### src/rtl/pll_init_multi.sv
// Multi-channel PLL bring-up sequencer.
// Each channel pulses its PLL reset, waits for a synchronized lock, filters it,
// and retries with stronger charge-pump / loop-filter settings on timeout until
// the attempt budget is spent. A lock loss restarts the same attempt.
module pll_init_multi #(
  parameter int         NUM_PLL         = 2,
  parameter int         CLK_PERIOD      = 20,
  parameter int         RST_NS          = 1000,
  parameter int         LOCK_TIMEOUT_NS = 200000,
  parameter int         FILT_CYC        = 64,
  parameter int         MAX_RETRY       = 4,
  parameter logic [5:0] ICP_BASE        = 6'd16,
  parameter logic [5:0] ICP_STEP        = 6'd8,
  parameter logic [2:0] LPF_BASE        = 3'd2
) (
  input  logic                   init_clk,
  input  logic                   reset,
  input  logic [NUM_PLL-1:0]     i_rst,
  input  logic [NUM_PLL-1:0]     pll_lock,
  output logic [NUM_PLL-1:0]     pll_rst,
  output logic [6*NUM_PLL-1:0]   icpsel,
  output logic [3*NUM_PLL-1:0]   lpfres,
  output logic [NUM_PLL-1:0]     o_lock,
  output logic                   all_lock,
  output logic [NUM_PLL-1:0]     fail,
  output logic [NUM_PLL-1:0]     lol
);

  localparam int RST_CYC = (RST_NS + CLK_PERIOD - 1) / CLK_PERIOD;
  localparam int TO_CYC  = (LOCK_TIMEOUT_NS + CLK_PERIOD - 1) / CLK_PERIOD;
  localparam int CNT_MAX = (RST_CYC > TO_CYC) ? RST_CYC : TO_CYC;
  localparam int CNT_W   = $clog2(CNT_MAX + 1);
  localparam int FLT_W   = $clog2(FILT_CYC + 1);

  localparam logic [CNT_W-1:0] RST_LAST  = CNT_W'(RST_CYC - 1);
  localparam logic [CNT_W-1:0] TO_LAST   = CNT_W'(TO_CYC - 1);
  localparam logic [FLT_W-1:0] FILT_LAST = FLT_W'(FILT_CYC - 1);
  localparam logic [2:0]       K_LAST    = 3'(MAX_RETRY - 1);

  typedef enum logic [2:0] {
    ST_RST    = 3'd0,
    ST_WAIT   = 3'd1,
    ST_FILT   = 3'd2,
    ST_LOCKED = 3'd3,
    ST_FAIL   = 3'd4
  } state_t;

  // Charge-pump setting for attempt k, saturated at the 6-bit maximum.
  function automatic logic [5:0] icp_for_k(input logic [2:0] k);
    logic [9:0] sum;
    sum = {4'd0, ICP_BASE} + ({7'd0, k} * {4'd0, ICP_STEP});
    return (sum > 10'd63) ? 6'd63 : sum[5:0];
  endfunction

  // Loop-filter resistor setting for attempt k, saturated at the 3-bit maximum.
  function automatic logic [2:0] lpf_for_k(input logic [2:0] k);
    logic [3:0] sum;
    sum = {1'b0, LPF_BASE} + {1'b0, k};
    return (sum > 4'd7) ? 3'd7 : sum[2:0];
  endfunction

  logic [NUM_PLL-1:0] lock_meta_q, lock_meta_d;
  logic [NUM_PLL-1:0] lock_s_q, lock_s_d;
  logic               all_lock_q, all_lock_d;

  // Two-flop synchronizer inputs and the aggregate lock.
  always_comb begin
    lock_meta_d = pll_lock;
    lock_s_d    = lock_meta_q;
    all_lock_d  = &o_lock;
  end

  // Synchronizer and aggregate-lock registers.
  always_ff @(posedge init_clk or posedge reset) begin
    if (reset) begin
      lock_meta_q <= '0;
      lock_s_q    <= '0;
      all_lock_q  <= 1'b0;
    end else begin
      lock_meta_q <= lock_meta_d;
      lock_s_q    <= lock_s_d;
      all_lock_q  <= all_lock_d;
    end
  end

  assign all_lock = all_lock_q;

  for (genvar n = 0; n < NUM_PLL; n++) begin : g_ch
    state_t           state_q, state_d;
    logic [CNT_W-1:0] cnt_q, cnt_d;
    logic [FLT_W-1:0] filt_q, filt_d;
    logic [2:0]       k_q, k_d;
    logic [5:0]       icp_q, icp_d;
    logic [2:0]       lpf_q, lpf_d;
    logic             o_lock_q, o_lock_d;
    logic             lol_q, lol_d;
    logic             timeout;
    logic             pll_rst_c, fail_c;

    // State, counters, attempt index and registered outputs.
    always_ff @(posedge init_clk or posedge reset) begin
      if (reset) begin
        state_q  <= ST_RST;
        cnt_q    <= '0;
        filt_q   <= '0;
        k_q      <= '0;
        icp_q    <= ICP_BASE;
        lpf_q    <= LPF_BASE;
        o_lock_q <= 1'b0;
        lol_q    <= 1'b0;
      end else begin
        state_q  <= state_d;
        cnt_q    <= cnt_d;
        filt_q   <= filt_d;
        k_q      <= k_d;
        icp_q    <= icp_d;
        lpf_q    <= lpf_d;
        o_lock_q <= o_lock_d;
        lol_q    <= lol_d;
      end
    end

    // Next-state logic; the restart request overrides everything else.
    always_comb begin
      state_d  = state_q;
      cnt_d    = cnt_q;
      filt_d   = filt_q;
      k_d      = k_q;
      o_lock_d = 1'b0;
      lol_d    = 1'b0;
      timeout  = 1'b0;
      if (i_rst[n]) begin
        // Counter held at zero so the pulse is timed from release.
        state_d = ST_RST;
        cnt_d   = '0;
        filt_d  = '0;
        k_d     = '0;
      end else begin
        unique case (state_q)
          ST_RST: begin
            if (cnt_q == RST_LAST) begin
              state_d = ST_WAIT;
              cnt_d   = '0;
            end else begin
              cnt_d = cnt_q + CNT_W'(1);
            end
          end
          ST_WAIT: begin
            if (lock_s_q[n]) begin
              state_d = ST_FILT;
              filt_d  = '0;
              cnt_d   = cnt_q + CNT_W'(1);
            end else if (cnt_q >= TO_LAST) begin
              timeout = 1'b1;
            end else begin
              cnt_d = cnt_q + CNT_W'(1);
            end
          end
          ST_FILT: begin
            // The attempt timer keeps running through filtering and dropouts.
            if (lock_s_q[n] && (filt_q == FILT_LAST)) begin
              state_d = ST_LOCKED;
            end else if (cnt_q >= TO_LAST) begin
              timeout = 1'b1;
            end else begin
              cnt_d = cnt_q + CNT_W'(1);
              if (lock_s_q[n]) begin
                filt_d = filt_q + FLT_W'(1);
              end else begin
                state_d = ST_WAIT;
              end
            end
          end
          ST_LOCKED: begin
            if (!lock_s_q[n]) begin
              // Lock lost: redo the same attempt.
              state_d = ST_RST;
              cnt_d   = '0;
              lol_d   = 1'b1;
            end else begin
              o_lock_d = 1'b1;
            end
          end
          ST_FAIL: begin
            state_d = ST_FAIL;
          end
          default: begin
            state_d = ST_RST;
            cnt_d   = '0;
          end
        endcase
        if (timeout) begin
          if (k_q == K_LAST) begin
            state_d = ST_FAIL;
          end else begin
            state_d = ST_RST;
            cnt_d   = '0;
            k_d     = k_q + 3'd1;
          end
        end
      end
      // Settings track k only while in reset, so they are frozen for the attempt.
      icp_d = (state_d == ST_RST) ? icp_for_k(k_d) : icp_q;
      lpf_d = (state_d == ST_RST) ? lpf_for_k(k_d) : lpf_q;
    end

    // State-decoded outputs.
    always_comb begin
      pll_rst_c = (state_q == ST_RST);
      fail_c    = (state_q == ST_FAIL);
    end

    assign pll_rst[n]       = pll_rst_c;
    assign fail[n]          = fail_c;
    assign o_lock[n]        = o_lock_q;
    assign lol[n]           = lol_q;
    assign icpsel[6*n +: 6] = icp_q;
    assign lpfres[3*n +: 3] = lpf_q;
  end

endmodule

### config.mk
export PLATFORM = sky130hd
export DESIGN_NAME = pll_init_multi
export DESIGN_NICKNAME = d
export VERILOG_FILES = /design/src/rtl/pll_init_multi.sv
export SDC_FILE = /design/constraint.sdc
export NUM_CORES = 1
export LEC_CHECK = 0
export CAP_MARGIN = 20
export CORE_MARGIN = 5
export CORE_UTILIZATION = 47
export CTS_CLUSTER_DIAMETER = 40
export DETAILED_ROUTE_END_ITERATION = 8
export PLACE_DENSITY = 0.67
export SLEW_MARGIN = 0
export SYNTH_ARGS = -nofsm -noshare
export SYNTH_HDL_FRONTEND = slang
export SYNTH_SLANG_ARGS = --single-unit
### constraint.sdc
create_clock -name init_clk -period 3.1 [get_ports init_clk]
set_input_delay 0.465 -clock init_clk [delete_from_list [all_inputs] [get_ports init_clk]]
set_output_delay 0.465 -clock init_clk [all_outputs]
set_load 0.01 [all_outputs]
==> results of run 1 <==
-- metrics by stage --
stage | power, µW | hold WS, ns | instance area, µm² | worst slack (ns)
floorplan | 1010 | 0.331 | 4260 | 0.810
global placement | 1040 | 0.335 | 4540 | 0.554
detailed placement | 1040 | 0.338 | 4540 | 0.529
CTS | 1800 | 0.349 | 4740 | 0.517
global route | 1850 | 0.362 | 4740 | 0.258
finish | 1770 | 0.348 | 4740 | 0.496
-- where the power goes --
part | leakage [µW] | switching [µW] | total [µW] | internal (µW)
logic | 0.00100 | 46.6 | 72.5 | 25.9
clock network | 0.0000916 | 359 | 752 | 392
registers | 0.000971 | 13.8 | 948 | 935
-- synth_stat cells, drive strengths merged, types with 2 or more instances --
library cell	n	area [µm²]
a31oi	16	100
or4b	2	20.0
xnor2	2	17.5
nor4	7	73.8
o41ai	4	98.9
nor3	8	62.6
a22oi	2	15.0
nor2	37	139
or3	3	23.8
a221oi	2	35.0
o21a	4	30.0
nor2b	3	18.8
and2	5	32.5
a21oi	31	170
nand2b	10	62.6
a41oi	2	17.5
and4b	2	20.0
a21o	4	30.0
ha	8	100
inv	30	113
o31ai	6	45.0
dfrtp	69	1730
mux2	2	26.3
or3b	2	17.5
a311oi	23	201
nand2	43	161
nand4	10	62.6
nand3	19	95.1
a211oi	2	15.0
o2111ai	2	17.5
xor2	3	26.3
clkbuf	9	33.8
and3	8	50.1
mux2i	3	30.0
o211ai	5	47.5
buf	27	180
o21ai	25	125
o211a	2	20.0
a211o	2	17.5
dfstp	2	52.6
-- how the worst min path moves through the flow --
stage                               from          end  slack [ns]  cells after the start
after floorplan           lock_meta_q[0]  lock_s_q[0]        0.33                      0
after global placement    lock_meta_q[1]  lock_s_q[1]        0.33                      0
after detailed placement  lock_meta_q[0]  lock_s_q[0]        0.34                      0
after CTS                 lock_meta_q[1]  lock_s_q[1]        0.35                      0
after global routing      lock_meta_q[1]  lock_s_q[1]        0.36                      0
final                     lock_meta_q[1]  lock_s_q[1]        0.35                      0
-- cells in the final DEF (no fill, tap or decap), types with 3 or more instances in the layout --
cell	instances
nor2_1	37
dfrtp_1	69
mux2i_1	3
nor2b_1	3
clkdlybuf4s50_1	32
o21ai_0	25
clkbuf_8	10
and2_1	4
buf_4	6
ha_1	8
nand2_1	43
inv_1	29
nand4_1	10
a21oi_1	29
o31ai_1	6
o21a_1	4
o211ai_1	3
a21o_1	4
a311oi_1	23
nor4_1	5
nand2b_1	10
xor2_1	3
nor3_1	6
nand3_1	19
a31oi_1	16
and3_1	8
o41ai_4	3
clkinvlp_4	3
-- sequential cells by signal, indices dropped and copies added, names as in the netlist --
register,cells
lock_s_q,2
g_ch.icp_q,8
g_ch.o_lock_q,2
g_ch.filt_q,14
g_ch.lol_q,2
g_ch.k_q,6
g_ch.state_q,6
lock_meta_q,2
g_ch.cnt_q,28
all_lock,1
-- layer usage --
| metal | vias to the layer above | wire [µm] | GRT usage, % | share of wire [%] |
|---|---|---|---|---|
| met4 | 0 | 36 | 4.20 | 0.39 |
| met3 | 6 | 422 | 4.62 | 4.6 |
| met1 | 1696 | 4390 | 23.0 | 48 |
| met5 | - | 0 | 0 | 0 |
| met2 | 88 | 4340 | 27.9 | 47 |
| li1 | 1720 | - | - | - |
-- layout make-up --
type | count | share of cell area (%)
flip-flops and latches | 71 | 37.5
repair buffers | 38 | 7.70
multi-input cells | 323 | 45.3
clock inverters | 5 | 1.21
well taps | 108 | 2.85
inverters | 31 | 2.48
clock buffers | 11 | 2.98
-- cells by family (layout without fill, tap and decap cells) --
| logic type | after synthesis | in the layout |
|---|---|---|
| fa+ha+maj | 8 | 8 |
| compound gates | 143 | 143 |
| simple gates | 162 | 162 |
| mux | 5 | 5 |
| flops | 71 | 71 |
| buf+inv | 67 | 85 |
| xor+xnor | 5 | 5 |
==> impl_metrics.toml, run 1 <==
[final_layout]
register_area_um2 = 1780
fillers = 795
multi_input_comb_area_um2 = 2150
final_nets = 488
drive_gt1_share_pct = 9.39
syn2layout_area_growth_pct = 11.4
post-route-util_pct = 54.1
fin_cells = 587
diodes = 0

[worst_setup_path]
r2r_end = "g_ch[0].icp_q[5]"
worstSetupPathType = "reg -> reg"
r2r-start = "g_ch[0].cnt_q[0]"
required_ns = 3.33
crit_path_max_incr_delay_ns = 0.43
rrSetupSlack_ns = 0.50
start_kind = "register"
worst-path-stages = 8
crit_path_start = "g_ch[0].cnt_q[0]"
cp_max_fo = 8
ff2ff_path_depth = 8
worstSetupEndpoint = "g_ch[0].icp_q[5]"
critPathBufInv = 1
path_cells = "ha_1 > nand3_1 > a21oi_2 > o211ai_2 > o2111ai_1 > inv_1 > nor3_4 > mux2_2"
critPathSlowestCell = "dfrtp_1"
cpLargestDelayFamily = "compound AO/OA/AOI/OAI gates"
worst_setup_path_end_kind = "register"
cp.arrival_ns = 2.84

[global_routing]
antenna_found_initial = 0
grt_usage_pct = 17.2
grt_pass1_wl_um = 16100
grt_pass1_vias = 3446
grt_start_max_net_pins = 44
grt.overflow.total = 0

[die]
initial_core_util_pct = 48.6
die_h_um = 105
die_area_um2 = 11100
die_x_um = 105
io_pins = 33
rows = 34
core_area_um2 = 8760

[drt]
vias_per_cell = 5.98
drt-total-wl_um = 9190
drcViolationCount = 0
ant_nets = 0
dr.pass1.iters = 6
vias = 3510
wl_per_cell_um = 15.7
drtIter0Drc = 182

[logic_synthesis]
synth_compound_area_share_pct = 25.5
async_flop_share_pct = 100
ys_seq_area_share_pct = 41.8
netlist_instances = 461
yosysWarnings = 0
synth_edf_count = 0
yosys.area_share.xor_xnor_pct = 1.03
synth_ff_type = "dfrtp_1"
synthAdderAreaFrac_pct = 2.35
muxShareOfSynthArea_pct = 1.32
synth_fp_nets = 475
synth_top_family_by_area = "compound AO/OA/AOI/OAI gates"
ys_ff_latch = 71
netlist_area_um2 = 4260
synth.distinct_cells = 66
synth.avg_cell_area_um2 = 9.24
synthSimpleGateAreaFrac_pct = 20.2

[clock_tree]
cts_buffers = 9
h-tree-depth = 3
cts_hold_buffers = 0
tritoncts = "yes"
path_clk_slew_ns = 0.07
clk_latency_ns = 0.35
root_buffer = "clkbuf_8"
cts.path.max_buffers = 2
cts_sinks = 71
post_cts_resized = 0
post_cts_buffers = 0

[placed_design]
place_congestion = 0.837
dp_cells = 571
portBuffers = 32
hpwl_um = 6330

[sta]
max-slew-margin-rel_pct = 56.0
finalMaxSlewViolations = 0
max_freq_mhz = 384
period_share_pct = 84.0
worst_pin_slew_ns = 0.659
fin_crit_ns = 2.60
rsz0062_at_grt = "no"
fin_skew_ns = 0.0115
hold_violations = 0
setup_viol = 0
tns_ns = 0

[pwr]
powerDensity_nw_per_um2 = 374
power.leakage_uw = 0.00206
ir_drop_mv = 0.337

[run]
drv_cap = 0

[worst_hold_path]
worstHoldPathType = "reg -> reg"

[status]
status = "completed"
(Power assumes the default switching activity.)
==> run 2: changes to the inputs <==
- PLACE_DENSITY: 0.67 -> 0.7
- clock period: 3.1 -> 2.1 ns (I/O delays scaled with it)
==> impl_metrics.toml, run 2 (same netlist as run 1, synthesis figures left out) <==
[global_routing]
antenna_found_initial = 0
grt_pass1_vias = 3934
grt_start_max_net_pins = 26
grt_pass1_wl_um = 17900
grt.overflow.total = 0
grt_usage_pct = 19.3

[clock_tree]
cts.path.max_buffers = 2
cts_sinks = 71
tritoncts = "yes"
root_buffer = "clkbuf_8"
h-tree-depth = 3
path_clk_slew_ns = 0.08
cts_buffers = 9
clk_latency_ns = 0.35

[placed_design]
place_congestion = 0.868
hpwl_um = 7420
dp_cells = 652
portBuffers = 32

[worst_setup_path]
worst_setup_path_end_kind = "register"
crit_path_max_incr_delay_ns = 0.39
critPathBufInv = 2
worstSetupPathType = "reg -> reg"
cp_max_fo = 6
critPathSlowestCell = "dfrtp_1"
cpLargestDelayFamily = "compound AO/OA/AOI/OAI gates"
start_kind = "register"
path_cells = "ha_2 > and3_4 > a221oi_4 > buf_4 > nand4_1 > nand2_4 > clkbuf_16 > a21oi_1 > a311oi_1"
cp.arrival_ns = 2.46
required_ns = 2.34

[final_layout]
top_register = "g_ch.cnt_q"
fin_cells = 686
final_common_cell = "buf_4"
layout_top_registers = "g_ch.cnt_q: 28 flops, g_ch.filt_q: 14 flops, g_ch.icp_q: 8 flops"
largest_reg_flops = 28
syn2layout_area_growth_pct = 40.9
final_nets = 587
drive_gt1_share_pct = 36.0
final_cell_mix = "buf_4 (92), dfrtp_1 (69), nand2_1 (37), nor2_1 (32), clkdlybuf4s50_1 (28)"
diodes = 0

[drt]
dr.pass1.iters = 4
ant_nets = 0
vias = 4074
drtIter0Drc = 149
wl_per_cell_um = 16.7
drcViolationCount = 0
drt-total-wl_um = 11500
vias_per_cell = 5.94

[worst_hold_path]
worstHoldPathType = "in -> async"

[sta]
rsz0062_at_grt = "yes"
fin_skew_ns = 0.0106
layout_setup_ws_ns = -0.124
worst_pin_slew_ns = 0.484
max_freq_mhz = 450
hold_violations = 0
setup_viol = 28
max-slew-margin-rel_pct = 67.5
period_share_pct = 106
finalMaxSlewViolations = 0
fin_crit_ns = 2.22

[die]
die_x_um = 105
die_area_um2 = 11100
core_area_um2 = 8760
io_pins = 33
rows = 34
initial_core_util_pct = 48.6
die_h_um = 105

[run]
drv_cap = 0

[status]
violations = "setup timing"
status = "complete, but fails checks"

[pwr]
power.leakage_uw = 0.00268
powerDensity_nw_per_um2 = 482
ir_drop_mv = 0.229
power_uw = 2890
run 2: changes by cell type in the layout (fill, tap and decap cells not counted), sizes merged:
| cell | before | now |
|---|---|---|
| inv | 30 | 29 |
| buf | 6 | 103 |
| clkdlybuf4s50 | 32 | 28 |
| clkinvlp | 3 | 2 |
| bufinv | 1 | 2 |
| clkbuf | 11 | 14 |
| dlymetal6s2s | 0 | 1 |
| dlygate4sd2 | 0 | 3 |
run 2: power by group:
part	switching (µW)	internal (µW)
registers	13.4	1380
clock network	544	769
logic	101	86.0
total	658	2230
run 2: timing repair:
item                       4_1_cts  5_1_grt
setup buffers                    7        7
gates cloned                     1        4
setup endpoints to repair       43       48
resized for setup               32       62
hold buffers                     0        0
pin swaps                       23       24
run 2: layout make-up:
class | count | area [µm²]
clock buffer | 12 | 165
clock inverter | 4 | 76.3
fill | 652 | 2770
inverter | 31 | 125
multi-input combinational | 323 | 2510
sequential | 71 | 1780
tap | 108 | 135
timing repair buffer | 137 | 1210
run 2: stage by stage:
stage | area (µm²) | utilization [%] | setup WS, ns | TNS [ns] | hold WS, ns
2_1_floorplan | 4300 | - | -0.0102 | -0.0235 | 0.331
3_3_place_gp | 5230 | 59.6 | -0.146 | -2.07 | 0.333
3_5_place_dp | 5230 | 59.6 | -0.244 | -3.82 | 0.341
4_1_cts | 5640 | 64.3 | -0.0738 | -0.318 | 0.300
5_1_grt | 6000 | 68.4 | -0.244 | -5.10 | 0.332
6_report | 6000 | 68.4 | -0.124 | -1.38 | 0.300
run 2: worst reg2reg max path, delay by kind of cell, from the launching register on:
family,cells,cell delay [ns]
buffers and inverters,2,0.36
AND/OR/NAND/NOR,3,0.54
AO/OA/AOI/OAI,3,0.63
adder cells (fa/ha/maj),1,0.20
flip-flops,1,0.39
run 2: worst paths after layout:
| kind | from | end | slack [ns] | cells after the start |
|---|---|---|---|---|
| worst max-delay path | g_ch[0].filt_q[0] | g_ch[0].cnt_q[7] | -0.12 | 9 |
| worst min-delay path | reset | g_ch[1].cnt_q[9] | 0.30 | 2 |
| worst max register to register | g_ch[0].filt_q[0] | g_ch[0].cnt_q[7] | -0.12 | 9 |
| worst min register to register | lock_meta_q[1] | lock_s_q[1] | 0.36 | 0 |
| max in group asynchronous | reset | g_ch[1].icp_q[4] | 1.23 | 3 |
| min in group init_clk | lock_meta_q[1] | lock_s_q[1] | 0.36 | 0 |
run 2: metal layers:
metal,up-vias,track usage [%],part of all wire (%)
li1,1929,-,-
met3,23,4.32,4.1
met1,2012,24.4,43
met2,110,32.4,50
met4,0,6.67,2.3
met5,-,0,0
==> run 3: changes to the inputs <==
- CTS_CLUSTER_DIAMETER: 40 -> not set
- SKIP_CTS_REPAIR_TIMING: not set -> 1
==> impl_metrics.toml, run 3 (same netlist as run 1, synthesis figures left out) <==
[worst_hold_path]
worstHoldPathType = "in -> async"

[clock_tree]
tritoncts = "yes"
cts.path.max_buffers = 2
cts_sinks = 71
path_clk_slew_ns = 0.08
cts_buffers = 9
h-tree-depth = 3
clk_latency_ns = 0.36
root_buffer = "clkbuf_8"

[placed_design]
placed_cell_area_um2 = 5230
place_congestion = 0.868
dp_slack_ns = -0.244
portBuffers = 32
hpwl_um = 7420

[final_layout]
top_register = "g_ch.cnt_q"
largest_reg_flops = 28
syn2layout_area_growth_pct = 44.9
layout_top_registers = "g_ch.cnt_q: 28 flops, g_ch.filt_q: 14 flops, g_ch.icp_q: 8 flops"
final_cell_mix = "buf_4 (91), dfrtp_1 (69), nand2_1 (35), nor2_1 (33), clkdlybuf4s50_1 (28)"
drive_gt1_share_pct = 38.3
post-route-util_pct = 70.4
final_common_cell = "buf_4"
final_area_um2 = 6170
final_nets = 592
diodes = 0

[die]
core_area_um2 = 8760
io_pins = 33
die_area_um2 = 11100
die_x_um = 105
initial_core_util_pct = 48.6
rows = 34
die_h_um = 105

[drt]
vias_per_cell = 5.98
drtIter0Drc = 161
ant_nets = 0
drt-total-wl_um = 12000
drcViolationCount = 0
wl_per_cell_um = 17.3
vias = 4134
dr.pass1.iters = 5

[sta]
setup_viol = 32
worst_pin_slew_ns = 0.452
finalMaxSlewViolations = 0
max_freq_mhz = 444
max-slew-margin-rel_pct = 69.6
fin_skew_ns = 0.0105
period_share_pct = 107
fin_crit_ns = 2.25
hold_violations = 0
layout_setup_ws_ns = -0.153
rsz0062_at_grt = "yes"

[global_routing]
grt_pass1_vias = 3849
grt_start_max_net_pins = 26
grt_usage_pct = 18.6
grt_pass1_wl_um = 17300
grt.overflow.total = 0
antenna_found_initial = 0

[worst_setup_path]
cp.arrival_ns = 2.52
worstSetupPathType = "reg -> reg"
start_kind = "register"
critPathSlowestCell = "or4b_4"
required_ns = 2.37
crit_path_max_incr_delay_ns = 0.46
critPathBufInv = 1
cpLargestDelayFamily = "simple AND/OR/NAND/NOR gates"
cp_max_fo = 3
worst_setup_path_end_kind = "register"
path_cells = "ha_2 > and4b_2 > a21oi_4 > nor2_4 > o41ai_4 > buf_4 > or4b_4 > o31ai_2"

[status]
violations = "setup timing"
status = "complete, but fails checks"

[run]
drv_cap = 0

[pwr]
powerDensity_nw_per_um2 = 468
ir_drop_mv = 0.244
power.leakage_uw = 0.00278
## run 3: path summary, 6_finish.rpt
path	from	to	slack, ns	cells past startpoint
max	g_ch[1].filt_q[0]	g_ch[1].cnt_q[2]	-0.15	8
min	reset	g_ch[1].cnt_q[7]	0.30	2
max reg2reg	g_ch[1].filt_q[0]	g_ch[1].cnt_q[2]	-0.15	8
min reg2reg	lock_meta_q[0]	lock_s_q[0]	0.36	0
max in group asynchronous	reset	g_ch[1].icp_q[4]	1.24	3
min in group init_clk	lock_meta_q[0]	lock_s_q[0]	0.36	0
## run 3: metrics by stage
step | hold slack (ns) | std cells | TNS, ns | total power, µW
final | 0.297 | 691 | -2.08 | 2880
after global routing | 0.329 | 691 | -5.69 | 3000
after CTS | 0.300 | 668 | -5.09 | 2890
after detailed placement | 0.341 | 652 | -3.82 | 1580
after global placement | 0.333 | 652 | -2.07 | 1570
after floorplan | 0.331 | 461 | -0.0235 | 1500
## run 3: final cells by class
class	instances	area, µm²
inverter	31	123
sequential	71	1780
tap	108	135
clock inverter	4	76.3
timing repair buffer	142	1280
clock buffer	12	165
multi-input combinational	323	2610
fill	622	2590
## run 3: routing by layer
layer | track usage (%) | share of wire (%) | vias up
li1 | - | - | 1935
met1 | 23.6 | 41 | 2038
met2 | 31.2 | 52 | 135
met3 | 4.38 | 5.2 | 26
met4 | 5.66 | 2.1 | 0
met5 | 0 | 0 | -
## run 3: where the power goes
part           internal [µW]  switching [µW]
clock                    768             538
sequential              1380            14.4
combinational           83.2            99.7
